**src/rtl/delay_sweep_sequencer.sv**
```systemverilog
// rtl/delay_sweep_sequencer.sv - linear pump-probe delay sweep scheduler, clk_pll domain
// Optional settle periods after each delay update: define SWEEP_SETTLE_EN.
module delay_sweep_sequencer #(
    parameter int DW           = 32,
    parameter int CW           = 16,
    parameter int SETTLE_SHOTS = 2
) (
    input  logic          clk_pll,
    input  logic          resetn,
    input  logic          cfg_toggle,
    input  logic [DW-1:0] start_delay,
    input  logic [DW-1:0] step,
    input  logic [CW-1:0] num_points,
    input  logic [CW-1:0] shots_per_point,
    input  logic          run,
    input  logic          period_tick,
    output logic [DW-1:0] delay_out,
    output logic [CW-1:0] point_idx,
    output logic          busy,
    output logic          record_gate,
    output logic          sweep_done
);

    localparam int STW = (SETTLE_SHOTS > 0) ? $clog2(SETTLE_SHOTS + 1) : 1;

    typedef enum logic [1:0] {
        S_IDLE,
        S_ARM,
        S_RUN,
        S_DONE
    } state_t;

    state_t        state_q, state_d;
    logic [2:0]    cfg_sync_q;
    logic [2:0]    run_sync_q;
    logic [DW-1:0] start_q, start_d;
    logic [DW-1:0] step_q, step_d;
    logic [CW-1:0] points_q, points_d;
    logic [CW-1:0] shots_q, shots_d;
    logic          load_pend_q, load_pend_d;
    logic [DW-1:0] delay_q, delay_d;
    logic [CW-1:0] idx_q, idx_d;
    logic [CW-1:0] shot_q, shot_d;
    logic [STW-1:0] settle_q;
`ifdef SWEEP_SETTLE_EN
    logic [STW-1:0] settle_d;
`endif

    logic          cfg_load;
    logic          run_rise;
    logic          run_lvl;
    logic          discard;
    logic [CW-1:0] eff_points;
    logic [CW-1:0] eff_shots;

    // Bit 0/1 form the two-flop synchroniser; bit 2 is the edge-detect history.
    always_ff @(posedge clk_pll or negedge resetn) begin
        if (!resetn) begin
            cfg_sync_q <= '0;
            run_sync_q <= '0;
        end else begin
            cfg_sync_q <= {cfg_sync_q[1:0], cfg_toggle};
            run_sync_q <= {run_sync_q[1:0], run};
        end
    end

    assign cfg_load = cfg_sync_q[1] ^ cfg_sync_q[2];
    assign run_rise = run_sync_q[1] & ~run_sync_q[2];
    assign run_lvl  = run_sync_q[1];

    // A load arriving together with run_rise is already valid for the zero guard.
    assign eff_points = cfg_load ? num_points : points_q;
    assign eff_shots  = cfg_load ? shots_per_point : shots_q;

`ifdef SWEEP_SETTLE_EN
    always_ff @(posedge clk_pll or negedge resetn) begin
        if (!resetn) begin
            settle_q <= '0;
        end else begin
            settle_q <= settle_d;
        end
    end
`else
    assign settle_q = '0;
`endif

    assign discard = (settle_q != '0);

    always_comb begin
        state_d     = state_q;
        start_d     = start_q;
        step_d      = step_q;
        points_d    = points_q;
        shots_d     = shots_q;
        load_pend_d = 1'b0;
        delay_d     = delay_q;
        idx_d       = idx_q;
        shot_d      = shot_q;
`ifdef SWEEP_SETTLE_EN
        settle_d    = settle_q;
`endif

        if (load_pend_q) begin
            delay_d = start_q;
        end

        case (state_q)
            S_IDLE: begin
                if (cfg_load) begin
                    start_d     = start_delay;
                    step_d      = step;
                    points_d    = num_points;
                    shots_d     = shots_per_point;
                    load_pend_d = 1'b1;
                end
                if (run_rise && (eff_points != '0) && (eff_shots != '0)) begin
                    state_d = S_ARM;
                end
            end
            S_ARM: begin
                if (!run_lvl) begin
                    state_d = S_IDLE;
                    delay_d = start_q;
                    idx_d   = '0;
                end else if (period_tick) begin
                    state_d  = S_RUN;
                    delay_d  = start_q;
                    idx_d    = '0;
                    shot_d   = '0;
`ifdef SWEEP_SETTLE_EN
                    settle_d = STW'(SETTLE_SHOTS);
`endif
                end
            end
            S_RUN: begin
                if (!run_lvl) begin
                    state_d = S_IDLE;
                    delay_d = start_q;
                    idx_d   = '0;
                end else if (period_tick) begin
                    if (discard) begin
`ifdef SWEEP_SETTLE_EN
                        settle_d = settle_q - STW'(1);
`endif
                    end else if (shot_q < shots_q - CW'(1)) begin
                        shot_d = shot_q + CW'(1);
                    end else if (idx_q == points_q - CW'(1)) begin
                        state_d = S_DONE;
                        delay_d = start_q;
                        idx_d   = '0;
                    end else begin
                        idx_d    = idx_q + CW'(1);
                        delay_d  = delay_q + step_q;
                        shot_d   = '0;
`ifdef SWEEP_SETTLE_EN
                        settle_d = STW'(SETTLE_SHOTS);
`endif
                    end
                end
            end
            S_DONE: begin
                state_d = S_IDLE;
            end
            default: begin
                state_d = S_IDLE;
            end
        endcase
    end

    always_ff @(posedge clk_pll or negedge resetn) begin
        if (!resetn) begin
            state_q     <= S_IDLE;
            start_q     <= '0;
            step_q      <= '0;
            points_q    <= '0;
            shots_q     <= '0;
            load_pend_q <= 1'b0;
            delay_q     <= '0;
            idx_q       <= '0;
            shot_q      <= '0;
        end else begin
            state_q     <= state_d;
            start_q     <= start_d;
            step_q      <= step_d;
            points_q    <= points_d;
            shots_q     <= shots_d;
            load_pend_q <= load_pend_d;
            delay_q     <= delay_d;
            idx_q       <= idx_d;
            shot_q      <= shot_d;
        end
    end

    assign delay_out   = delay_q;
    assign point_idx   = idx_q;
    assign busy        = (state_q == S_ARM) || (state_q == S_RUN);
    assign record_gate = (state_q == S_RUN) && !discard;
    assign sweep_done  = (state_q == S_DONE);

endmodule

```
**config.mk**
```make
export PLATFORM = sky130hd
export DESIGN_NAME = delay_sweep_sequencer
export DESIGN_NICKNAME = d
export VERILOG_FILES = /design/src/rtl/delay_sweep_sequencer.sv
export SDC_FILE = /design/constraint.sdc
export NUM_CORES = 1
export LEC_CHECK = 0
export CAP_MARGIN = 25
export CORE_MARGIN = 2
export CORE_UTILIZATION = 45
export CTS_CLUSTER_SIZE = 20
export DETAILED_ROUTE_END_ITERATION = 6
export PLACE_DENSITY = 0.64
export SLEW_MARGIN = 30
export SYNTH_ARGS = -nofsm -noshare
export SYNTH_HDL_FRONTEND = slang
export SYNTH_SLANG_ARGS = --single-unit
```
**constraint.sdc**
```tcl
create_clock -name clk_pll -period 5.7 [get_ports clk_pll]
set_clock_uncertainty 0.05 [all_clocks]
set_input_delay 0.855 -clock clk_pll [delete_from_list [all_inputs] [get_ports clk_pll]]
set_output_delay 0.855 -clock clk_pll [all_outputs]
set_load 0.005 [all_outputs]
```
Yosys cells after proc, flatten, opt, wreduce, memory -nomap -nowiden
Index checks and enable logic that the tools add are counted.
- bits in registers: 169
- bits of input ports: 101
- output and inout bits: 51
- logic and storage cells: 78
- add/sub/neg operators: 5
- magnitude comparators: 1
- eq/ne operators: 14
- multiplexer cells: 33
- bitwise operators: 3
- reduce and logical (&&, ||, !) cells: 11
- operators by type and width (cell ; count):
    2-to-1 mux 32 bit ; 7
    2-to-1 mux 16 bit ; 13
    case mux 16 bit (2 select lines) ; 2
    case mux 32 bit (2 select lines) ; 1
    adder 16 x 1 -> 16 bit (second input constant) ; 2
    adder 32 bit ; 1
    nonzero test 16 bit ; 2
    subtractor 16 x 1 -> 16 bit (second input constant) ; 2
    equality test 16 bit ; 1
    < comparator 16 bit ; 1
    2-to-1 mux 2 bit ; 7
    inequality test 3 bit (second input constant) ; 4
    inequality test 2 bit (second input constant) ; 4
    case mux 2 bit (4 select lines) ; 1
    AND reduction 6 bit ; 1
    AND reduction 5 bit ; 1
    equality test 2 bit (second input constant) ; 2
    AND reduction 4 bit ; 1
    inequality test 3 x 2 -> 1 bit (second input constant) ; 1
    equality test 2 x 1 -> 1 bit (second input constant) ; 1
    logical AND 1 bit ; 2
    logical NOT 2 bit ; 1
    2-to-1 mux 1 bit ; 2
    inequality test 2 x 1 -> 1 bit (second input constant) ; 1
    other kinds (6) ; 6

Longest topological paths before layout
Gate-level depths: netlist (run 1).
- word-level depth: 7
- mapped depth: 17
- mapped depth without buffers: 15

Least setup slack after synthesis (run 1)
OpenSTA, ideal clock, no wires.
- path kind: reg2reg
- from: register shots_q[5]
- to: register shot_q[14]
- arrival time: 3.934 ns
- data required time: 5.519 ns
- setup slack: 1.585 ns
- cell stages (with the launch flop): 18
- period minus slack after synthesis: 4.115 ns
- path through: dfrtp_1 nor4_1 nor4b_1 nand2_1 or2_2 nor2_1 xnor2_1 ha_1 a21oi_1 o21ai_0 a2111oi_0 o21ba_2 clkbuf_1 a21boi_0 a31o_2 buf_2 o21ai_0 o31ai_1
- cells in the longest elaborated chain, start to end: 6
- ends and longest elaborated chain (what ; line ; RTL):
    start, declared ; 39 ; logic [CW-1:0] shots_q, shots_d;
    start signal, assigned ; 186 ; shots_q <= shots_d;
    subtractor 16 x 1 -> 16 bit (*) ; 145 ; end else if (shot_q < shots_q - CW'(1)) begin
    < comparator 16 bit (*) ; 145 ;
    2-to-1 mux 16 bit ; 145 ;
    2-to-1 mux 16 bit ; 140 ; end else if (period_tick) begin
    2-to-1 mux 16 bit ; 136 ; if (!run_lvl) begin
    case mux 16 bit (2 select lines) ; 107 ; case (state_q)
    end signal, assigned ; 190 ; shot_q <= shot_d;
    end, declared ; 43 ; logic [CW-1:0] shot_q, shot_d;
Every way passes the cells marked *; elsewhere a longest branch is shown, timed or not. The select of a mux whose other input is x is not followed.
A chain may end at the register's enable or synchronous reset.

Worst setup path in the final report (run 1)
- from: register shots_q[3]
- to: register idx_q[5], in the netlist point_idx[5]
- cells in the longest elaborated chain, start to end: 4
- ends and longest elaborated chain (what ; line ; RTL):
    subtractor 16 x 1 -> 16 bit ; 145 ;
    < comparator 16 bit ; 145 ;
    inequality test 3 bit (no source line) ; n/a ;
    AND reduction 4 bit (no source line) ; n/a ;
    end signal, assigned ; 189 ; idx_q <= idx_d;
    end, declared ; 42 ; logic [CW-1:0] idx_q, idx_d;
No other way between the ends.

==> results of run 1 <==
## final timing paths
kind / from / end
worst min-delay path: resetn / shots_q[1]
worst max-delay path: shots_q[3] / point_idx[5]
max in group asynchronous: resetn / load_pend_q
min in group clk_pll: cfg_sync_q[0] / cfg_sync_q[1]
worst min register to register: cfg_sync_q[0] / cfg_sync_q[1]
worst max register to register: shots_q[3] / point_idx[5]
## kinds of logic after synthesis
group,count (synthesis)
AND/OR/NAND/NOR,654
AO/OA/AOI/OAI,361
flip-flops,169
buffers and inverters,124
adder cells (fa/ha/maj),55
multiplexers,54
XOR/XNOR,53
## final cells by class
cell class | instances | area [um2] | share of cell area, %
Clock inverter | 13 | 134 | 0.944
Sequential cell | 169 | 4230 | 29.8
Inverter | 40 | 151 | 1.07
Multi-Input combinational cell | 1177 | 7140 | 50.3
Clock buffer | 19 | 453 | 3.19
Timing Repair Buffer | 164 | 1660 | 11.7
Tap cell | 335 | 419 | 2.96
## Yosys cell counts, types with 4 or more instances
library cell and number:
o21ai_0 111, ha_1 54, nand2b_1 13, buf_6 5, o221ai_1 4, buf_2 5
nor2b_1 12, a31oi_1 21, xor2_1 18, a211oi_1 13, nor3_1 20, a21boi_0 21
inv_1 40, dfrtp_1 169, a221oi_2 6, xnor2_1 35, o21a_1 9, o211ai_1 18
a22o_1 15, and3_1 17, a221oi_1 8, o31ai_1 11, o21bai_1 5, or3_1 6
o21ai_1 4, nand3_1 37, o31a_1 5, a31o_2 5, and2_1 13, mux2i_1 49
nor4_1 19, a21o_1 9, buf_1 7, or2_2 4, nand4_1 18, nand2_1 412
nor2_1 54, or4_1 6, o2bb2ai_1 4, a21oi_1 57, clkbuf_1 66
## critical path, stage by stage (launching register included)
cell and delay (ps):
dfrtp_1 430, nor4_1 350, nor4b_1 430, nand2_1 130, or2_2 340, nor4_1 410, nor2_1 80, ha_1 300
nand4_1 110, nor3_1 220, o221ai_1 470, a21boi_2 320, o21ai_1 90, buf_4 200, nor3_1 720, a22o_1 230
## sequential cells by signal, indices dropped and copies added (netlist names)
signal	count
run_sync_q	3
delay_out	32
shots_q	16
cfg_sync_q	3
point_idx	16
load_pend_q	1
shot_q	16
step_q	32
start_q	32
points_q	16
state_q	2
## per-layer routing
| layer | share of wire, % | global-route usage, % | vias to the layer above | routed length (um) |
|---|---|---|---|---|
| met2 | 47 | 40.1 | 297 | 15800 |
| met3 | 4.5 | 3.43 | 39 | 1510 |
| li1 | - | - | 5419 | - |
| met5 | 0 | 0 | - | 0 |
| met4 | 1.4 | 6.37 | 0 | 472 |
| met1 | 47 | 33.3 | 5274 | 15800 |
## metrics by stage
stage	setup slack, ps	instances	power, uW
6_report	744	1917	7970
5_1_grt	188	1917	8670
4_1_cts	761	1916	7960
3_5_place_dp	774	1884	6750
3_3_place_gp	1010	1883	6620
2_1_floorplan	1580	1470	5490
## power by group through the flow
stage | combinational [uW] | clock, uW | sequential (uW)
floorplan | 3460 | 0 | 2030
finish | 4520 | 1180 | 2260
CTS | 4500 | 1200 | 2260
detailed placement | 4470 | 0 | 2270
global placement | 4350 | 0 | 2260
global route | 5080 | 1250 | 2330
==> flow_summary.ini, run 1 <==
[die]
initial_utilization_pct = 45.6
core_area_um2 = 26000
die_w_um = 166
rows = 59
die_h_um = 166
pin_count = 152
die-area_um2 = 27600

[pwr]
vdd_drop_max_v = 0.000287
p_seq_share_pct = 28.4
p_clk_share_pct = 14.9
p_leak_uw = 0.00642
power.switching_uw = 3680
combPwrFrac_pct = 56.7
p_int_uw = 4290
switching_share_pct = 46.2
powerDensity_nw_per_um2 = 562

[sta]
whs_ps = 216
finalSetupTns_ps = 0
period_needed_ps = 4960
rsz0062_at_grt = no
fmax_mhz = 202
drv_slew = 0
hold_viol_final = 0
setup_viol = 0
relSlewSlack_pct = 37.1
min_period_over_period_pct = 86.9
tightest_slew_ps = 943

[synth]
synth_warnings = 0
synth_cell_types = 80
synth_fa_ha_area_share_pct = 5.87
synth_mux_area_share_pct = 4.62
yosysTopAreaCell = dfrtp_1
ys_seq_area_share_pct = 35.7
synth-compound-area-share_pct = 20.7
yosysTopAreaCellShare_pct = 35.7
syn-cell-area_um2 = 11800
synth_xor_area_share_pct = 3.92
yosys-top-cells-area = dfrtp_1 (36%), nand2_1 (13%), ha_1 (5.7%)
ys_async_sr_fraction_pct = 100
syn-num-nets = 1626
ys.flop_type = dfrtp_1
yosys.area_share.simple_pct = 24.9
synth_edf_count = 0
syn_avg_cell_area_um2 = 8.06
synth_cells = 1470
synth_top_family_by_area = simple AND/OR/NAND/NOR gates
yosys_register_bits = 169

[clock_tree]
cts_resized = 0
worstSkewPairLatency_ps = 440
cts_buffers = 17
clkTransAtPathRegs_ps = 70
h-tree-depth = 4
cts_sinks = 169
postCtsHoldBufs = 0
clockBufferDepth = 2
tritoncts = yes
post_cts_buffers = 0
clockRootBuffer = clkbuf_16

[place]
place_congestion = 0.865
portBuffers = 151
placed_cell_area_um2 = 13600
dp_hpwl_um = 23200

[finish]
antenna-diode-count = 0
area_growth_pct = 19.7
layout_common_cells = nand2_1 (412), dfrtp_1 (168), clkdlybuf4s50_1 (150)
nNetsFinal = 1725
drive_gt1_share_pct = 5.75
design_area_um2 = 14200
nFillCells = 2417
final_common_cell = nand2_1
final_util_pct = 54.6

[setup_path]
worstSetupPathType = reg2reg
worst-r2r-setup-slack_ps = 740
end_kind = flip-flop
reg2reg_depth = 15
path_max_fanout = 17
start_kind = flip-flop
required_ps = 6020
worstPathArrival_ps = 5280

[detailed_routing]
vias_per_cell = 5.75
vias = 11029
first_pass_iters = 5
drt_iter0_drc = 775
ant_nets = 0
drc_errors = 0
drt_wl_total_um = 33600
wl_per_cell_um = 17.5

[flow_run]
max-cap-violations = 0

[outcome]
run_status = finished, final reports clean

[global_routing]
grt_max_degree = 91
grt_usage_pct = 24.2
grt_pass1_wl_um = 55000
first_global_vias = 10738
grt-ovfl-total = 0
antenna_found_initial = 0

[hold_path]
hp-class = in2async
Note: power is estimated with default switching activity, not from simulation.
==> run 2: changes to the inputs <==
==> constraint.sdc (replaced) <==
create_clock -name clk_pll -period 5.7 [get_ports clk_pll]
set_clock_uncertainty 0.05 [all_clocks]
set_input_delay 1.14 -clock clk_pll [delete_from_list [all_inputs] [get_ports clk_pll]]
set_output_delay 1.14 -clock clk_pll [all_outputs]
set_load 0.005 [all_outputs]
==> run 2 against run 1 <==
  * Combinational power about the same
  * Sequential power about the same
  * Cell area unchanged
  * Utilization unchanged
  * Critical path depth unchanged
  * Die area unchanged
  * Flip-flop and latch count unchanged
==> flow_summary.ini, run 2 (synthesis results as in run 1) <==
[die]
die_w_um = 166
die-area_um2 = 27600
rows = 59
core_area_um2 = 26000
die_h_um = 166
initial_utilization_pct = 45.6
pin_count = 152

[place]
portBuffers = 151
placed_cell_area_um2 = 13600
place_congestion = 0.859
dp_hpwl_um = 23200

[finish]
antenna-diode-count = 0
layout_common_cells = nand2_1 (412), dfrtp_1 (168), clkdlybuf4s50_1 (150)
area_growth_pct = 19.7
final_common_cell = nand2_1
design_area_um2 = 14200
nNetsFinal = 1726
drive_gt1_share_pct = 5.69

[detailed_routing]
vias_per_cell = 5.73
wl_per_cell_um = 17.7
drt_wl_total_um = 34000
drt_iter0_drc = 900
ant_nets = 0
vias = 10983
first_pass_iters = 5
drc_errors = 0

[setup_path]
worstSetupPathType = reg2reg
start_kind = flip-flop
path_max_fanout = 17
worstPathArrival_ps = 5350
end_kind = flip-flop
worst-r2r-setup-slack_ps = 670
required_ps = 6020

[clock_tree]
clkTransAtPathRegs_ps = 70
tritoncts = yes
clockBufferDepth = 2
clockRootBuffer = clkbuf_16
h-tree-depth = 4
postCtsHoldBufs = 0
cts_buffers = 17
worstSkewPairLatency_ps = 440
cts_resized = 0
cts_sinks = 169
post_cts_buffers = 0

[sta]
hold_viol_final = 0
setup_viol = 0
min_period_over_period_pct = 88.3
period_needed_ps = 5030
fmax_mhz = 199
finalSetupTns_ps = 0
tightest_slew_ps = 977
drv_slew = 0
relSlewSlack_pct = 34.9
rsz0062_at_grt = no

[global_routing]
grt_usage_pct = 24.6
antenna_found_initial = 0
grt-ovfl-total = 0
first_global_vias = 10826
grt_pass1_wl_um = 55700
grt_max_degree = 104

[pwr]
p_leak_uw = 0.00642
vdd_drop_max_v = 0.000243
powerDensity_nw_per_um2 = 565
power_uw = 8010

[flow_run]
max-cap-violations = 0

[outcome]
run_status = finished, final reports clean

[hold_path]
hp-class = reg2reg
run 2: changes by cell type in the layout (fill, tap and decap cells not counted):
| cell | before | now |
|---|---|---|
| inv_6 | 5 | 2 |
| inv_8 | 1 | 0 |
| buf_4 | 10 | 11 |
| clkinvlp_4 | 0 | 2 |
| clkinv_2 | 2 | 4 |
| ha_1 | 52 | 53 |
| buf_6 | 1 | 2 |
| buf_16 | 1 | 0 |
| bufinv_16 | 1 | 3 |
| ha_2 | 2 | 1 |
| clkinv_4 | 5 | 4 |
| clkbuf_8 | 2 | 0 |
run 2: final timing paths:
path                                    start             to  cells after the start
worst max-delay path               shots_q[5]   point_idx[1]                     15
worst min-delay path            cfg_sync_q[0]  cfg_sync_q[1]                      0
worst max register to register     shots_q[5]   point_idx[1]                     15
worst min register to register  cfg_sync_q[0]  cfg_sync_q[1]                      0
max in group asynchronous              resetn  delay_out[24]                      2
min in group asynchronous              resetn     shots_q[1]                      1
run 2: final cells by class:
type	instances	area [um2]
Tap cell	335	419
Multi-Input combinational cell	1177	7130
Clock buffer	17	425
Fill cell	2442	11800
Timing Repair Buffer	165	1650
Sequential cell	169	4230
Inverter	40	151
Clock inverter	14	173
run 2: stage by stage:
step / worst slack, ps / utilization [%] / hold slack, ps / cells
2_1_floorplan: 1580 / - / 281 / 1470
3_3_place_gp: 969 / 52.1 / 311 / 1884
3_5_place_dp: 780 / 52.3 / 294 / 1886
4_1_cts: 710 / 54.6 / 319 / 1917
5_1_grt: 344 / 54.6 / 343 / 1917
6_report: 667 / 54.6 / 318 / 1917
run 2: layer usage:
layer | track usage [%] | vias up | routed length [um]
met5 | 0 | - | 0
met4 | 6.41 | 0 | 558
met3 | 4.60 | 36 | 1870
met2 | 40.8 | 305 | 15900
met1 | 33.2 | 5239 | 15600
li1 | - | 5403 | -
run 2: report_power, final:
part | switching [uW] | internal (uW)
logic | 2540 | 1990
registers | 593 | 1670
clock network | 524 | 690
run 2: worst max-delay path: stages, from the launching register on:
cell and delay (ps):
dfrtp_1 410, nor4_1 380, nor4b_1 440, nand2_1 150, or2_2 340, nor4_1 420
nor2_1 90, ha_1 300, nand4_1 110, nor3_1 210, o221ai_1 450, a21boi_2 310
o21ai_1 100, buf_4 230, nor3_1 730, a22o_1 250
==> run 3: changes to the inputs <==
- MAX_ROUTING_LAYER: not set -> met4
==> run 3 against run 2 <==
  * Wire length about the same
  * Clock power barely moved
  * Hold slack hardly changed
  * Largest cell class unchanged
  * Highest routed layer unchanged
  * Largest power group unchanged
  * Total power about the same
  * Combinational power about the same
  * Utilization unchanged
  * First-iteration DRC count fell by 1.0%
  * Fmax increased by 0.63%
==> flow_summary.ini, run 3 (synthesis results as in run 1) <==
[outcome]
run_status = finished, final reports clean

[clock_tree]
tritoncts = yes
cts_buffers = 17
worstSkewPairLatency_ps = 440
cts_resized = 0
cts_sinks = 169
clockBufferDepth = 2
h-tree-depth = 4
clkTransAtPathRegs_ps = 70
post_cts_buffers = 0
clockRootBuffer = clkbuf_16
postCtsHoldBufs = 0

[pwr]
p_seq_share_pct = 28.2
combPwrFrac_pct = 56.5
p_clk_share_pct = 15.2
p_int_uw = 4350
power.switching_uw = 3670
switching_share_pct = 45.8
p_leak_uw = 0.00642
power_uw = 8010
powerDensity_nw_per_um2 = 565
vdd_drop_max_v = 0.000246

[detailed_routing]
wl_per_cell_um = 17.7
vias = 11016
drt_iter0_drc = 891
first_pass_iters = 5
drc_errors = 0
drt_wl_total_um = 33900
ant_nets = 0
vias_per_cell = 5.75

[global_routing]
grt-ovfl-total = 0
grt_pass1_wl_um = 55600
first_global_vias = 10815
antenna_found_initial = 0
grt_usage_pct = 25.3
grt_max_degree = 104

[setup_path]
slowest_stage = nor3_1
worstSetupPathType = reg2reg
required_ps = 6020
start_kind = flip-flop
cpPeakStageDelay_ps = 710
cp_cell_sequence = nor4_1 > nor4b_1 > nand2_1 > or2_2 > nor4_1 > nor2_1 > ha_1 > nand4_1 > nor3_1 > o221ai_1 > a21boi_2 > o21ai_1 > buf_4 > nor3_1 > a22o_1
path_delay_family = simple AND/OR/NAND/NOR gates
worstPathArrival_ps = 5320
crit_buf_inv = 1
end_kind = flip-flop
path_max_fanout = 17

[sta]
setup_viol = 0
hold_viol_final = 0
min_period_over_period_pct = 87.8
relSlewSlack_pct = 35.4
drv_slew = 0
rsz0062_at_grt = no
fmax_mhz = 200
period_needed_ps = 5000
finalSetupTns_ps = 0
tightest_slew_ps = 970

[place]
portBuffers = 151
dp_cells = 1886
place_congestion = 0.873
placed_cell_area_um2 = 13600
dp_hpwl_um = 23200

[flow_run]
max-cap-violations = 0

[finish]
layout_common_cells = nand2_1 (412), dfrtp_1 (168), clkdlybuf4s50_1 (150)
design_area_um2 = 14200
nFillCells = 2442
nNetsFinal = 1726
area_growth_pct = 19.7
final_cells = 1917
final_util_pct = 54.6
antenna-diode-count = 0
drive_gt1_share_pct = 5.69
final_common_cell = nand2_1

[die]
die_h_um = 166
rows = 59
die_w_um = 166
pin_count = 152
initial_utilization_pct = 45.6
core_area_um2 = 26000
die-area_um2 = 27600

[hold_path]
hp-class = reg2reg
[run 3: worst paths after layout]
kind | endpoint | from | cells past startpoint | slack [ps]
hold reg to reg | cfg_sync_q[1] | cfg_sync_q[0] | 0 | 320
max in group asynchronous | delay_out[13] | resetn | 2 | 3640
min in group asynchronous | shots_q[1] | resetn | 1 | 730
setup reg to reg | point_idx[1] | shots_q[5] | 15 | 700
setup / recovery | point_idx[1] | shots_q[5] | 15 | 700
hold / removal | cfg_sync_q[1] | cfg_sync_q[0] | 0 | 320
[run 3: power groups by stage]
stage	Sequential (uW)	Clock (uW)	Combinational, uW
4_1_cts	2260	1240	4530
3_5_place_dp	2270	0	4490
3_3_place_gp	2270	0	4360
5_1_grt	2330	1290	5120
2_1_floorplan	2030	0	3460
6_report	2260	1220	4530
[run 3: cell type report]
type	instances	area, um2	share of cell area [%]
inverter	40	151	1.07
clock buffer	17	425	3.00
tap	335	419	2.96
multi-input combinational	1177	7130	50.3
sequential	169	4230	29.8
timing repair buffer	165	1650	11.6
clock inverter	14	173	1.22
[run 3: stage by stage]
stage	hold WS, ps	worst slack (ps)
global route	343	345
floorplan	281	1580
finish	317	698
detailed placement	294	780
CTS	319	710
global placement	311	969
[run 3: per-layer routing]
metal	share of wire (%)	global-route usage [%]	vias up	routed length, um
li1	-	-	5399	-
met1	46	33.3	5257	15700
met2	47	40.8	321	15800
met3	5.3	4.24	39	1800
met4	1.8	6.52	0	611
met5	0	-	-	0
[run 3: worst reg2reg max path: stages, from the launching register on]
cell and delay [ps]:
dfrtp_1 410, nor4_1 380, nor4b_1 430, nand2_1 150, or2_2 340, nor4_1 420
nor2_1 90, ha_1 300, nand4_1 110, nor3_1 210, o221ai_1 450, a21boi_2 310
o21ai_1 100, buf_4 230, nor3_1 710, a22o_1 250
==> patch (settings of run 2) <==
Re-encode `state_t` (4 states) as Gray code, 2 bits wide.
--- a/src/rtl/delay_sweep_sequencer.sv
+++ b/src/rtl/delay_sweep_sequencer.sv
@@ -24,10 +24,10 @@
     localparam int STW = (SETTLE_SHOTS > 0) ? $clog2(SETTLE_SHOTS + 1) : 1;
 
     typedef enum logic [1:0] {
-        S_IDLE,
-        S_ARM,
-        S_RUN,
-        S_DONE
+        S_IDLE = 2'b00,
+        S_ARM  = 2'b01,
+        S_RUN  = 2'b11,
+        S_DONE = 2'b10
     } state_t;
 
     state_t        state_q, state_d;
Formal check against the unedited RTL: no difference found for any inputs over 4 cycles, from zero or initial values and one cycle with resetn low; so few cycles prove little.
==> patch against run 2 <==
  * Critical path depth up 2
  * Largest cell class unchanged
  * Highest routed layer unchanged
  * Synthesized area down 7.2%
  * Cell area is 6.0% lower
  * Routed wire length down 10%
  * Worst setup slack improved by 190 ps
  * Sequential cell count unchanged
  * Critical path type unchanged
Power is not compared: it rests on default switching activity, and its combinational part moved more than twofold at a synthesized area within 25%.
==> patch: results (changes against run 2) <==
| Metric | Value |
|---|---|
| Antenna Cells | `0 (unchanged)` |
| Top cells by count, synth | `nand2_1, dfrtp_1, o21ai_0` |
| Crit Path Max Fanout | `16 (-1)` |
| Fillers | `2218 (-9.2%)` |
| WL/cell | `17.1 um (-3.6%)` |
| HPWL after detailed placement | `21100 um (-8.9%)` |
| I/O Buffers | `151 (unchanged)` |
| Gate power share | `42.1%` |
| Prevailing post-synth register cell | `dfrtp_1` |
| Largest net degree at the start of global routing | `89 (-14%)` |
| Main area contributors after synthesis | `dfrtp_1, nand2_1, ha_1` |
| Avg Cell Area, Syn | `8.27 um^2 (+2.6%)` |
| Skew-Pair Late Insertion Delay | `440 ps (about the same)` |
| Leak pwr | `0.00603 uW` |
| Initial antenna violation count | `0 (unchanged)` |
| Yosys cell types | `74 (-7.5%)` |
| Total sequential power | `1780 uW` |
| CTS max path bufs | `2 (unchanged)` |
| Synth warn | `0 (unchanged)` |
| Root buf cell | `clkbuf_16` |
| Global-route usage over all layers | `23.9% (-0.64 points)` |
| CTS buffer count | `17 (unchanged)` |
| Gpl congestion | `0.858 (-0.15%)` |
| Crit path DAT | `5150 ps (-200 ps)` |
| Routing usage on met3 | `3.28% (-1.3 points)` |
| Final Non-Filler Cells | `1781 (-7.1%)` |
| Met1 Usage GRT | `33.7% (+0.55 points)` |
| CP max stage cell | `nor3_1` |
| Status | `completed` |
| CP top delay family | `simple AND/OR/NAND/NOR gates` |
| First-pass GRT wire length | `49900 um (-10%)` |
| Crit Path Category | `register to register` |
| Worst min path class | `register to register` |
| DR iter-0 viols | `760 (-16%)` |
| Vias in the first global route | `9660 (-11%)` |
| Register area share after synthesis | `38.5% (+2.8 points)` |
| Reg2reg start | `shots_q[3]` |
| Hold Startpoint | `cfg_sync_q[0]` |
| Post-Syn Nets | `1481 (-8.9%)` |
| Post-synth ARST share | `100% (unchanged)` |
| CTS resizes | `0 (unchanged)` |
| CTS clock-pin slew for the worst setup and hold paths | `70 ps (about the same)` |
| Layout cells sized above 1 | `5.77% (+0.076 points)` |
| Total net switching power | `1940 uW` |
| Slowest cell delay on critical path | `620 ps (-110 ps)` |
| Nets | `1597 (-7.5%)` |
| Drt first pass iters | `5 (unchanged)` |
| Met2 usage | `39.3% (-1.5 points)` |
| Slew @ Worst Pin | `945 ps (-31.5 ps)` |
| Vias after detailed routing | `10039 (-8.6%)` |
| Worst VDD drop | `0.199 mV` |
[patch: changes by cell type after synthesis, moves of 9 or more]
| cell | run 2 | this run |
|---|---|---|
| nand2_1 | 412 | 359 |
| a21boi_0 | 21 | 3 |
| nand3_1 | 37 | 19 |
| inv_1 | 40 | 26 |
| a22o_1 | 15 | 2 |
| a2bb2oi_1 | 0 | 13 |
| clkbuf_1 | 66 | 53 |
| o21ai_0 | 111 | 123 |
| a21bo_2 | 0 | 9 |
[patch: path summary, 6_finish.rpt]
kind	endpoint	slack, ps	depth (start not counted)
worst max-delay path	point_idx[10]	860	17
worst min-delay path	cfg_sync_q[1]	300	0
worst max register to register	point_idx[10]	860	17
worst min register to register	cfg_sync_q[1]	300	0
max in group asynchronous	load_pend_q	3920	2
min in group asynchronous	shots_q[11]	670	1
[patch: cell type report]
| cell class | instances | share of cell area, % |
|---|---|---|
| repair buffers | 164 | 12.2 |
| inverters | 27 | 0.770 |
| multi-input cells | 1066 | 48.1 |
| flip-flops and latches | 169 | 31.8 |
| well taps | 324 | 3.04 |
| clock buffers | 18 | 3.22 |
| clock inverters | 13 | 0.845 |
[patch: cells by family after synthesis]
logic type | count (synthesis) | share of synthesized area (%)
flops | 169 | 38.5
fa+ha+maj | 51 | 5.87
xor+xnor | 63 | 5.14
mux | 51 | 4.85
simple gates | 560 | 22.2
buf+inv | 94 | 3.54
compound gates | 341 | 19.9
[patch: per-stage QoR]
stage	instance area, um^2	worst slack [ps]	hold slack, ps	power, uW
2_1_floorplan	11000	1620	281	3200
4_1_cts	13300	878	301	5010
5_1_grt	13300	402	309	5370
3_5_place_dp	12800	912	285	3880
6_report	13300	855	301	4990
3_3_place_gp	12800	1020	284	3850
[patch: routing by layer]
layer,wire [um],share of wire [%]
met1,14600,48
met2,14200,47
met3,1260,4.1
met4,421,1.4
met5,0,0
